==> config.mk <==
export PLATFORM = sky130hd
export DESIGN_NAME = i2s_transmitter
export DESIGN_NICKNAME = d
export VERILOG_FILES = /design/src/rtl/i2s_transmitter.sv
export SDC_FILE = /design/constraint.sdc
export NUM_CORES = 1
export LEC_CHECK = 0
export CAP_MARGIN = 40
export CORE_MARGIN = 4
export CORE_UTILIZATION = 50
export CTS_BUF_LIST = sky130_fd_sc_hd__clkbuf_4 sky130_fd_sc_hd__clkbuf_8
export DETAILED_ROUTE_END_ITERATION = 10
export PLACE_DENSITY = 0.84
export SLEW_MARGIN = 0
export SYNTH_ARGS = -nofsm -noshare
export SYNTH_HDL_FRONTEND = slang
export SYNTH_SLANG_ARGS = --single-unit
export TNS_END_PERCENT = 5
==> constraint.sdc <==
create_clock -name sck_clk -period 7.7 [get_ports sck_clk]
set_input_delay 1.54 -clock sck_clk [delete_from_list [all_inputs] [get_ports sck_clk]]
set_output_delay 1.54 -clock sck_clk [all_outputs]
set_load 0.005 [all_outputs]
==> src/rtl/i2s_transmitter.sv <==
// I2S serial transmitter: buffers one left/right pair behind a valid/ready handshake
// and shifts it out MSB-first with wordSelect framing, changing outputs on posedge.
module i2s_transmitter #(
  parameter int unsigned DATA_SIZE = 32
) (
  input  logic                 sck_clk,
  input  logic                 rst,
  input  logic                 enable,
  input  logic                 sample_valid,
  output logic                 sample_ready,
  input  logic [DATA_SIZE-1:0] leftSample,
  input  logic [DATA_SIZE-1:0] rightSample,
  output logic                 wordSelect,
  output logic                 data,
  output logic                 underrun
);

  localparam int unsigned CNT_W = (DATA_SIZE > 2) ? $clog2(DATA_SIZE) : 1;
  localparam logic [CNT_W-1:0] LAST_BIT = CNT_W'(DATA_SIZE - 1);

  typedef enum logic {IDLE, RUN} state_t;

  state_t               state, state_n;
  logic [DATA_SIZE-1:0] hold_l, hold_l_n, hold_r, hold_r_n;
  logic                 hold_full, hold_full_n;
  logic [DATA_SIZE-1:0] shift_l, shift_l_n, shift_r, shift_r_n;
  logic [CNT_W-1:0]     bitcnt, bitcnt_n;
  logic                 slot, slot_n;            // 0 = left, 1 = right
  logic                 ws_n, data_n, underrun_n;
  logic                 frame_start, accept;

  assign sample_ready = !hold_full;

  // State and datapath registers
  always_ff @(posedge sck_clk or posedge rst) begin
    if (rst) begin
      state      <= IDLE;
      hold_l     <= '0;
      hold_r     <= '0;
      hold_full  <= 1'b0;
      shift_l    <= '0;
      shift_r    <= '0;
      bitcnt     <= '0;
      slot       <= 1'b0;
      wordSelect <= 1'b0;
      data       <= 1'b0;
      underrun   <= 1'b0;
    end else begin
      state      <= state_n;
      hold_l     <= hold_l_n;
      hold_r     <= hold_r_n;
      hold_full  <= hold_full_n;
      shift_l    <= shift_l_n;
      shift_r    <= shift_r_n;
      bitcnt     <= bitcnt_n;
      slot       <= slot_n;
      wordSelect <= ws_n;
      data       <= data_n;
      underrun   <= underrun_n;
    end
  end

  // Next-state, serialiser and buffer logic
  always_comb begin
    state_n     = state;
    hold_l_n    = hold_l;
    hold_r_n    = hold_r;
    hold_full_n = hold_full;
    shift_l_n   = shift_l;
    shift_r_n   = shift_r;
    bitcnt_n    = bitcnt;
    slot_n      = slot;
    ws_n        = wordSelect;
    data_n      = data;
    underrun_n  = 1'b0;
    frame_start = 1'b0;
    accept      = sample_valid && !hold_full;

    case (state)
      IDLE: begin
        ws_n   = 1'b0;
        data_n = 1'b0;
        if (enable) frame_start = 1'b1;
      end
      RUN: begin
        if (slot && bitcnt == LAST_BIT) begin
          if (enable) begin
            frame_start = 1'b1;
          end else begin
            state_n = IDLE;
            ws_n    = 1'b0;
            data_n  = 1'b0;
          end
        end else if (bitcnt == LAST_BIT) begin
          bitcnt_n = '0;
          slot_n   = 1'b1;
          ws_n     = 1'b1;
          data_n   = shift_r[DATA_SIZE-1];
        end else begin
          bitcnt_n = bitcnt + 1'b1;
          if (slot) begin
            data_n    = shift_r[DATA_SIZE-2];
            shift_r_n = shift_r << 1;
          end else begin
            data_n    = shift_l[DATA_SIZE-2];
            shift_l_n = shift_l << 1;
          end
        end
      end
      default: state_n = IDLE;
    endcase

    // Frame load always uses the pre-edge buffer; a same-edge accept waits for the next frame
    if (frame_start) begin
      state_n  = RUN;
      bitcnt_n = '0;
      slot_n   = 1'b0;
      ws_n     = 1'b0;
      if (hold_full) begin
        shift_l_n   = hold_l;
        shift_r_n   = hold_r;
        hold_full_n = 1'b0;
        data_n      = hold_l[DATA_SIZE-1];
      end else begin
        shift_l_n  = '0;
        shift_r_n  = '0;
        data_n     = 1'b0;
        underrun_n = 1'b1;
      end
    end

    if (accept) begin
      hold_l_n    = leftSample;
      hold_r_n    = rightSample;
      hold_full_n = 1'b1;
    end
  end

endmodule
# == Word level (Yosys, flattened, before mapping) ==
# Index checks and enable logic that the tools add are counted.
# totals
reg_bits,138
latch_bits,0
ramBits,0
mem_bits_ro,0
input_bits,68
output_inout_bits,4
n_memories,0
# classes
addsub,1
multipliers,0
n_div,0
magnitude_cmp,0
eq_ne,6
shifts,0
mux,40
n_bitwise,1
reduce_logical,12
# ops
cell,n
two-way mux 32 bit,6
two-way mux 31 bit,6
two-way mux 1 bit,21
two-way mux 5 bit,4
AND reduction 4 bit,2
nonzero test 2 bit,4
one-hot mux 1 bit (2 select lines),3
adder 5 x 1 -> 5 bit (second input constant),1
equality test 5 bit (second input constant),1
inequality test 2 bit (second input constant),2
inequality test 4 x 1 -> 1 bit (second input constant),1
inequality test 4 bit (second input constant),1
AND reduction 2 bit,2
AND reduction 3 bit,1
logical AND 1 bit,2
inequality test 2 x 1 -> 1 bit (second input constant),1
logical NOT 1 bit,1
NOT 1 bit,1

# == Longest topological paths before layout ==
# Gate-level depths: netlist (run 1).
# logic_depth
word_depth,6
ltp_mapped,8

# == Worst setup path before layout (run 1) ==
# No wires, ideal clock.
# synth_path
path_type,in2reg
startpoint,input sample_valid
endpoint,register hold_l[0]
setup_time_ps,125
arrival_ps,2337
slack_ps,5238
path_stages,4
n_path_buf,2
path_cell_list,nor2b_1 buf_2 buf_4 mux2_2
# synth_via
elab_chain_cells,1
# synth_lines
element,line_no,rtl
start: declaration,9,"input logic sample_valid,"
logical AND 1 bit,77,accept = sample_valid && !hold_full;
end signal: assignment,50,hold_l <= hold_l_n;
end: declaration,24,"logic [DATA_SIZE-1:0] hold_l, hold_l_n, hold_r, hold_r_n;"
# No other way between the ends.
# A chain may end at the register's enable or synchronous reset.

# == Worst setup path in the final report (run 1) ==
# layout_path
startpoint,register hold_full
endpoint,output sample_ready
# layout_via
elab_chain_cells,1
# layout_lines
element,line_no,rtl
start: declaration,25,"logic hold_full, hold_full_n;"
start signal: assignment,52,hold_full <= hold_full_n;
logical NOT 1 bit,32,assign sample_ready = !hold_full;
end: declaration,10,"output logic sample_ready,"
# No other way between the ends.

==> results.cfg, run 1 <==
[synth]
synthSimpleGateAreaFrac = 0.0923
synth_edf_count = 0
synthXorXnorAreaFrac = 0.00435
synth_compound_area_frac = 0.0667
ys_warn_count = 0
ys_seq_area_frac = 0.571
avgSynthCellArea_um2 = 13.9
syn_inst = 435
async_reset_ff_frac = 1.00
syn-num-nets = 505
synth_top_family_by_area = multiplexers
yosys.cell_types.count = 30
synthFlopType = dfrtp_1
syn_area_um2 = 6040
synthMuxAreaShare = 0.222
ys_ff_latch = 138
synth_fa_ha_area_frac = 0.00414

[outcome]
outcome = finished clean

[sta]
rsz0062_at_grt = false
tns_ns = 0
max_slew_margin = 0.453
max_freq_mhz = 327
setup_viol = 0
worstMarginPinSlew_ns = 0.820
drv_slew = 0
min_period_over_period = 0.397
fin_skew_ns = 0.00941
fin_crit_ns = 3.06
hold_ws_ns = 0.494
hold_violations = 0

[clock_tree]
cts_buffers = 17
worstSkewPairLatency_ns = 0.44
cts_tree = built
cts_hold_buf = 0
clk_pin_slew_ns = 0.08
clk_path_buf_depth = 2
htree_levels = 4
cts_sinks = 138
post_cts_buffers = 0
cts_root_buffer = clkbuf_8
cts_resized = 0

[die]
core_area_um2 = 11600
start_util = 0.520
die_x_um = 118
row_count = 39
die_h_um = 118
io_pins = 72
die-area_um2 = 13900

[global_route]
grt_pass1_wl_um = 20000
grt_pass1_vias = 4062
overflow = 0
grt_use_total = 0.176
grt_max_degree = 65
antenna_found_initial = 0

[place]
post-dp-hpwl_um = 7450
gp_congestion = 0.763
portBuffers = 71

[critical_path]
cp_max_fo = 2
cp.arrival_ns = 1.52
start_kind = register
crit_required_ns = 6.16
path_class = register to output port
critPathCaptureType = output port

[cells_and_area]
final_cell_mix = dfrtp_1 (138), clkdlybuf4s50_1 (71), mux2_2 (64)
diodes = 0
fin_nets = 571
post-route-util = 0.633
syn2layout_area_growth_pct = 21.5
final_common_cell = dfrtp_1
layout-drive-gt1-share = 0.226

[drt]
drt-total-wl_um = 11400
drtPass1Iterations = 4
antenna_left = 0
num_vias = 3758
drc = 0
wl_per_cell_um = 17.3
drt_iter0_drc = 186
via_per_inst = 5.72

[power]
powerDensity_nw_per_um2 = 363
peakVddDrop_uv = 139
leakagePower_nw = 3.45

[job]
cap_violations = 0

[min_path]
worstHoldPathType = register to register
[layout make-up]
| class | count | area, um^2 |
|---|---|---|
| multi-input cells | 257 | 2360 |
| repair buffers | 82 | 846 |
| inverters | 5 | 23.8 |
| clock buffers | 20 | 263 |
| fillers | 874 | 4270 |
| well taps | 143 | 179 |
| flip-flops and latches | 138 | 3450 |
| clock inverters | 12 | 220 |
[Yosys cell counts, types with 5 or more instances]
master,number,area share
and4b_1,31,0.051
mux2i_1,62,0.10
mux2_2,64,0.12
buf_2,13,0.011
dfrtp_1,138,0.57
buf_4,7,0.0087
clkbuf_1,9,0.0056
buf_6,6,0.011
a22o_1,5,0.0072
nor2_1,6,0.0037
a221o_1,31,0.051
nand2_1,35,0.022
[critical path: stages, from the launching register on]
cell	delay [ns]
dfrtp_1	0.39
inv_1	0.15
clkdlybuf4s50_1	0.53
[state kept, by name, summed over array words and instances, names as in the netlist]
register / cells
wordSelect: 1
shift_r: 32
bitcnt: 5
slot: 1
underrun: 1
data: 1
shift_l: 31
hold_l: 32
hold_r: 32
hold_full: 1
state: 1
[cell families (layout without fill, tap and decap cells)]
logic type / after synthesis / in the layout
buffers and inverters: 40 / 119
AND/OR/NAND/NOR: 84 / 84
flip-flops: 138 / 138
XOR/XNOR: 3 / 3
adder cells (fa/ha/maj): 2 / 2
AO/OA/AOI/OAI: 42 / 42
multiplexers: 126 / 126
[power breakdown]
part	switching [mW]	internal, mW
Clock	0.272	0.433
Sequential	0.188	1.04
Combinational	0.310	0.425
[worst paths after layout]
check,startpoint,endpoint,slack [ns],depth (start not counted)
setup / recovery,hold_full,sample_ready,4.64,2
hold / removal,hold_r[0],shift_r[0],0.49,1
setup reg to reg,bitcnt[0],shift_l[21],5.24,8
hold reg to reg,hold_r[0],shift_r[0],0.49,1
max in group asynchronous,rst,hold_r[6],5.03,4
min in group asynchronous,rst,hold_l[10],1.48,2
[layer usage]
metal,global-route usage,routed length [um],vias to the layer above
met5,0,0,-
li1,-,-,1745
met1,0.228,4980,1917
met3,0.0432,416,18
met4,0.0718,235,0
met2,0.286,5760,78
[per-stage QoR]
step / power, mW / instance area [um^2] / instances / setup slack, ns
floorplan: 1.77 / 6040 / 435 / 2.46
global placement: 1.91 / 6780 / 621 / 4.26
detailed placement: 1.98 / 6860 / 625 / 4.32
CTS: 2.70 / 7350 / 657 / 4.61
global route: 2.84 / 7350 / 657 / 4.58
finish: 2.67 / 7350 / 657 / 4.64
Note: power is estimated with default switching activity, not from simulation.
==> run 2: changes to the inputs <==
- clock period: 7.7 -> 3 ns (I/O delays scaled with it)
==> run 2 against run 1 <==
  * Clock-buffer cell count grew 1
  * Critical path depth is the same
  * Sequential share of layout area grew 0.28 points
  * Die area is the same
  * Largest cell class unchanged
  * Highest routed layer unchanged
==> results.cfg, run 2 (synthesis results as in run 1) <==
[outcome]
outcome = finished clean

[sta]
max_freq_mhz = 403
worstMarginPinSlew_ns = 0.738
max_slew_margin = 0.508
fin_crit_ns = 2.48
tns_ns = 0
fin_skew_ns = 0.00884
drv_slew = 0
hold_violations = 0
setup_viol = 0
rsz0062_at_grt = false
min_period_over_period = 0.828

[place]
gp_congestion = 0.738
portBuffers = 71
post-dp-hpwl_um = 7310
dpl_cell_area_um2 = 6850
post-place-cells = 625

[global_route]
grt_use_total = 0.180
overflow = 0
grt_pass1_wl_um = 20200
antenna_found_initial = 0
grt_max_degree = 139
grt_pass1_vias = 4098

[clock_tree]
cts_sinks = 138
cts_tree = built
htree_levels = 4
clk_pin_slew_ns = 0.07
post_cts_buffers = 0
cts_buffers = 17
clk_path_buf_depth = 2
cts_hold_buf = 0
cts_root_buffer = clkbuf_8
worstSkewPairLatency_ns = 0.44
cts_resized = 0

[cells_and_area]
fin_area_um2 = 7300
stdcell_count = 657
diodes = 0
final_cell_mix = dfrtp_1 (138), clkdlybuf4s50_1 (71), mux2_2 (64)
fin_nets = 571
final_common_cell = dfrtp_1
syn2layout_area_growth_pct = 20.8
top_regs = hold_l x32, hold_r x32, shift_r x32
post-route-util = 0.629
layout-drive-gt1-share = 0.226

[power]
p_sw_frac = 0.296
peakVddDrop_uv = 540
powerDensity_nw_per_um2 = 922
p_sw_mw = 1.99
internal_power_mw = 4.74
leakagePower_nw = 3.43
p_comb_frac = 0.280
power.share.clock = 0.252
pwr-share-seq = 0.469

[drt]
drtPass1Iterations = 5
via_per_inst = 5.72
drt-total-wl_um = 11700
antenna_left = 0
wl_per_cell_um = 17.8
drc = 0
drt_iter0_drc = 274
num_vias = 3760

[die]
io_pins = 72
die_h_um = 118
core_area_um2 = 11600
start_util = 0.520
die_x_um = 118
row_count = 39
die-area_um2 = 13900

[min_path]
worstHoldPathType = register to register

[critical_path]
critPathCaptureType = output port
cp_max_fo = 15
start_kind = register
path_class = register to output port
cp.arrival_ns = 1.88
crit_required_ns = 2.40

[job]
cap_violations = 0
==> run 2: cell types whose count changed in the layout (fill, tap and decap cells not counted) <==
cell	before	now
clkbuf_8	18	21
bufinv_16	6	4
clkbuf_4	2	0
buf_12	2	3
buf_16	1	0
buf_4	7	8
buf_8	1	0
clkinv_2	2	3
clkinv_4	0	1
inv_6	1	0
==> run 2: routing by layer <==
layer,up-vias,share of wire,track usage
met3,13,0.039,0.0538
met1,1932,0.43,0.224
met4,0,0.015,0.0586
met2,74,0.52,0.301
met5,-,0,0
li1,1741,-,-
==> run 2: area by class of cell <==
type                    count  area, um^2
fillers                   876        4310
flip-flops and latches    138        3450
multi-input cells         257        2360
repair buffers             82         831
clock buffers              21         289
well taps                 143         179
clock inverters            11         166
inverters                   5        22.5
==> run 2: path summary, 6_finish.rpt <==
| path | start | end | slack, ns | depth (start not counted) |
|---|---|---|---|---|
| max | hold_full | sample_ready | 0.52 | 2 |
| min | hold_l[3] | hold_l[3] | 0.51 | 1 |
| max reg2reg | bitcnt[0] | shift_l[15] | 0.65 | 7 |
| min reg2reg | hold_l[3] | hold_l[3] | 0.51 | 1 |
| max in group asynchronous | rst | hold_l[10] | 1.75 | 3 |
| min in group asynchronous | rst | hold_l[22] | 0.67 | 3 |
==> run 2: per-stage QoR <==
stage / setup WS [ns] / hold slack [ns] / total power [mW]
floorplan: 0.679 / 0.462 / 4.55
global placement: 0.681 / 0.478 / 4.92
detailed placement: 0.645 / 0.490 / 5.07
CTS: 0.485 / 0.509 / 6.82
global route: 0.376 / 0.520 / 7.19
finish: 0.516 / 0.506 / 6.73
==> run 2: worst max-delay path, stage by stage (launching register included) <==
cell             delay (ns)
dfrtp_1                0.71
inv_1                  0.21
clkdlybuf4s50_1        0.52
==> run 2: power groups by stage <==
| stage | sequential (mW) | clock, mW | combinational, mW |
|---|---|---|---|
| 6_report | 3.15 | 1.69 | 1.88 |
| 5_1_grt | 3.26 | 1.83 | 2.10 |
| 4_1_cts | 3.16 | 1.74 | 1.92 |
| 3_5_place_dp | 3.18 | 0 | 1.89 |
| 3_3_place_gp | 3.15 | 0 | 1.78 |
| 2_1_floorplan | 2.99 | 0 | 1.56 |
==> run 3: changes to the inputs <==
- PLACE_DENSITY: 0.84 -> 0.87
- clock period: 3 -> 2.07 ns (I/O delays scaled with it)
==> run 3 against run 2 <==
  * Final area rose by 1.4%
  * Non-clock buffer count up 7
  * Clock skew rose by 0.0031 ns
  * First-iteration DRC count is 25% lower
  * Via count rose by 0.61%
  * Sequential share of layout area is 0.62 points lower
  * Register-to-register slack worse by 0.55 ns
  * Clock-buffer cell count decreased by 3
  * Utilization is 0.86 points higher
  * Largest cell class unchanged
  * Setup slack got worse by 0.42 ns
  * Sequential cell count unchanged
  * Worst hold slack got worse by 0.054 ns
==> results.cfg, run 3 (synthesis results as in run 1) <==
[power]
p_total_mw = 9.58
internal_power_mw = 6.65
power.share.clock = 0.224
peakVddDrop_uv = 591
leakagePower_nw = 3.45
powerDensity_nw_per_um2 = 1290
p_sw_mw = 2.93
p_comb_frac = 0.299
pwr-share-seq = 0.477
p_sw_frac = 0.306

[cells_and_area]
top_regs = hold_l x32, hold_r x32, shift_r x32
fin_nets = 578
final_cell_mix = dfrtp_1 (137), clkdlybuf4s50_1 (71), mux2_2 (64)
diodes = 0
syn2layout_area_growth_pct = 22.5
fill_cells = 864
fin_area_um2 = 7400
seqCellArea_um2 = 3450
final_common_cell = dfrtp_1
stdcell_count = 664
layout-drive-gt1-share = 0.244
multi_input_area_um2 = 2380

[global_route]
gr-usage-met2 = 0.294
grt_max_degree = 81
grt_pass1_wl_um = 20200
grt_pass1_vias = 4125
antenna_found_initial = 0
overflow = 0
grtUsageMet1 = 0.225
grt_use_total = 0.178
grt.busiest_layer = met2
met3_usage = 0.0485

[place]
gp_congestion = 0.738
dp_slack_ns = 0.00699
post-dp-hpwl_um = 7500
portBuffers = 71
dpl_cell_area_um2 = 6990
post-place-cells = 632

[die]
io_pins = 72
die_x_um = 118
row_count = 39
die-area_um2 = 13900
start_util = 0.520
die_h_um = 118
core_area_um2 = 11600

[clock_tree]
cts_hold_buf = 0
htree_levels = 4
cts_sinks = 138
cts_buffers = 17
post_cts_buffers = 0
clk_path_buf_depth = 2
worstSkewPairLatency_ns = 0.44
cts_tree = built
clk_pin_slew_ns = 0.08
cts_root_buffer = clkbuf_8

[sta]
max_freq_mhz = 507
rsz0062_at_grt = false
max_slew_margin = 0.723
setup_viol = 0
min_period_over_period = 0.954
fin_ws_ns = 0.0961
worstMarginPinSlew_ns = 0.415
fin_crit_ns = 1.97
drv_slew = 0
hold_violations = 0
fin_skew_ns = 0.0119

[critical_path]
cp_max_fo = 32
setup.worst_path.end = shift_r[21]
reg2reg_depth = 7
critPathCaptureType = register
regToRegSetupSlack_ns = 0.1
crit_start = bitcnt[0]
crit_required_ns = 2.38
rr_startpoint = bitcnt[0]
path_class = register to register
r2r-end = shift_r[21]
cp.arrival_ns = 2.29
start_kind = register

[drt]
antenna_left = 0
wl_per_cell_um = 17.2
drt-total-wl_um = 11400
drtPass1Iterations = 5
drc = 0
drt_iter0_drc = 206
num_vias = 3783
via_per_inst = 5.70

[job]
cap_violations = 0

[outcome]
outcome = finished clean

[min_path]
worstHoldPathType = input port to async pin
==> run 3: changes by cell type in the layout (fill, tap and decap cells not counted), sizes merged <==
cell | previous run | this run
inv | 4 | 5
clkbuf | 21 | 18
buf | 11 | 18
bufinv | 4 | 2
clkinvlp | 4 | 5
clkinv | 4 | 7
==> run 3: worst min path at each step <==
stage | to | slack (ns) | start | cells past startpoint
6_report | shift_l[23] | 0.45 | rst | 3
2_1_floorplan | shift_r[0] | 0.46 | hold_r[0] | 1
3_5_place_dp | shift_r[0] | 0.49 | shift_r[0] | 1
4_1_cts | hold_l[16] | 0.45 | rst | 3
5_1_grt | shift_l[19] | 0.46 | rst | 3
3_3_place_gp | shift_r[0] | 0.48 | shift_r[0] | 1
==> run 3: final cells by class <==
cell class | instances | area share
flip-flops and latches | 138 | 0.467
multi-input cells | 257 | 0.321
well taps | 143 | 0.0242
clock buffers | 18 | 0.0335
clock inverters | 14 | 0.0201
inverters | 5 | 0.00304
repair buffers | 89 | 0.131
==> run 3: stage by stage <==
stage | hold WS (ns) | TNS [ns] | utilization
after global placement | 0.480 | 0 | 0.602
after global routing | 0.462 | 0 | 0.637
after floorplan | 0.462 | -8.99 | -
final | 0.452 | 0 | 0.637
after CTS | 0.447 | 0 | 0.636
after detailed placement | 0.488 | 0 | 0.602
==> run 3: power by group through the flow <==
stage	logic, mW	clock network, mW	registers, mW
6_report	2.86	2.15	4.57
5_1_grt	3.20	2.34	4.73
4_1_cts	2.89	2.21	4.57
3_5_place_dp	2.88	0	4.60
3_3_place_gp	2.71	0	4.56
2_1_floorplan	2.26	0	4.34
==> run 3: routing by layer <==
metal,wire [um],vias up
met4,155,0
met2,5920,84
met3,421,14
li1,-,1765
met5,0,-
met1,4940,1920
==> run 3: timing repair <==
action                                  CTS  global route
endpoints found under the setup margin    5             9
gates cloned                              0             0
resized for setup                         2             3
pin swaps                                 1             0
==> run 3: worst max-delay path, cell delays in order, from the launching register on <==
cell and delay, ns:
dfrtp_1 0.40, ha_1 0.23, and3_4 0.19, ha_4 0.18
nor2b_1 0.18, o22ai_2 0.13, buf_12 0.18, a221o_1 0.36
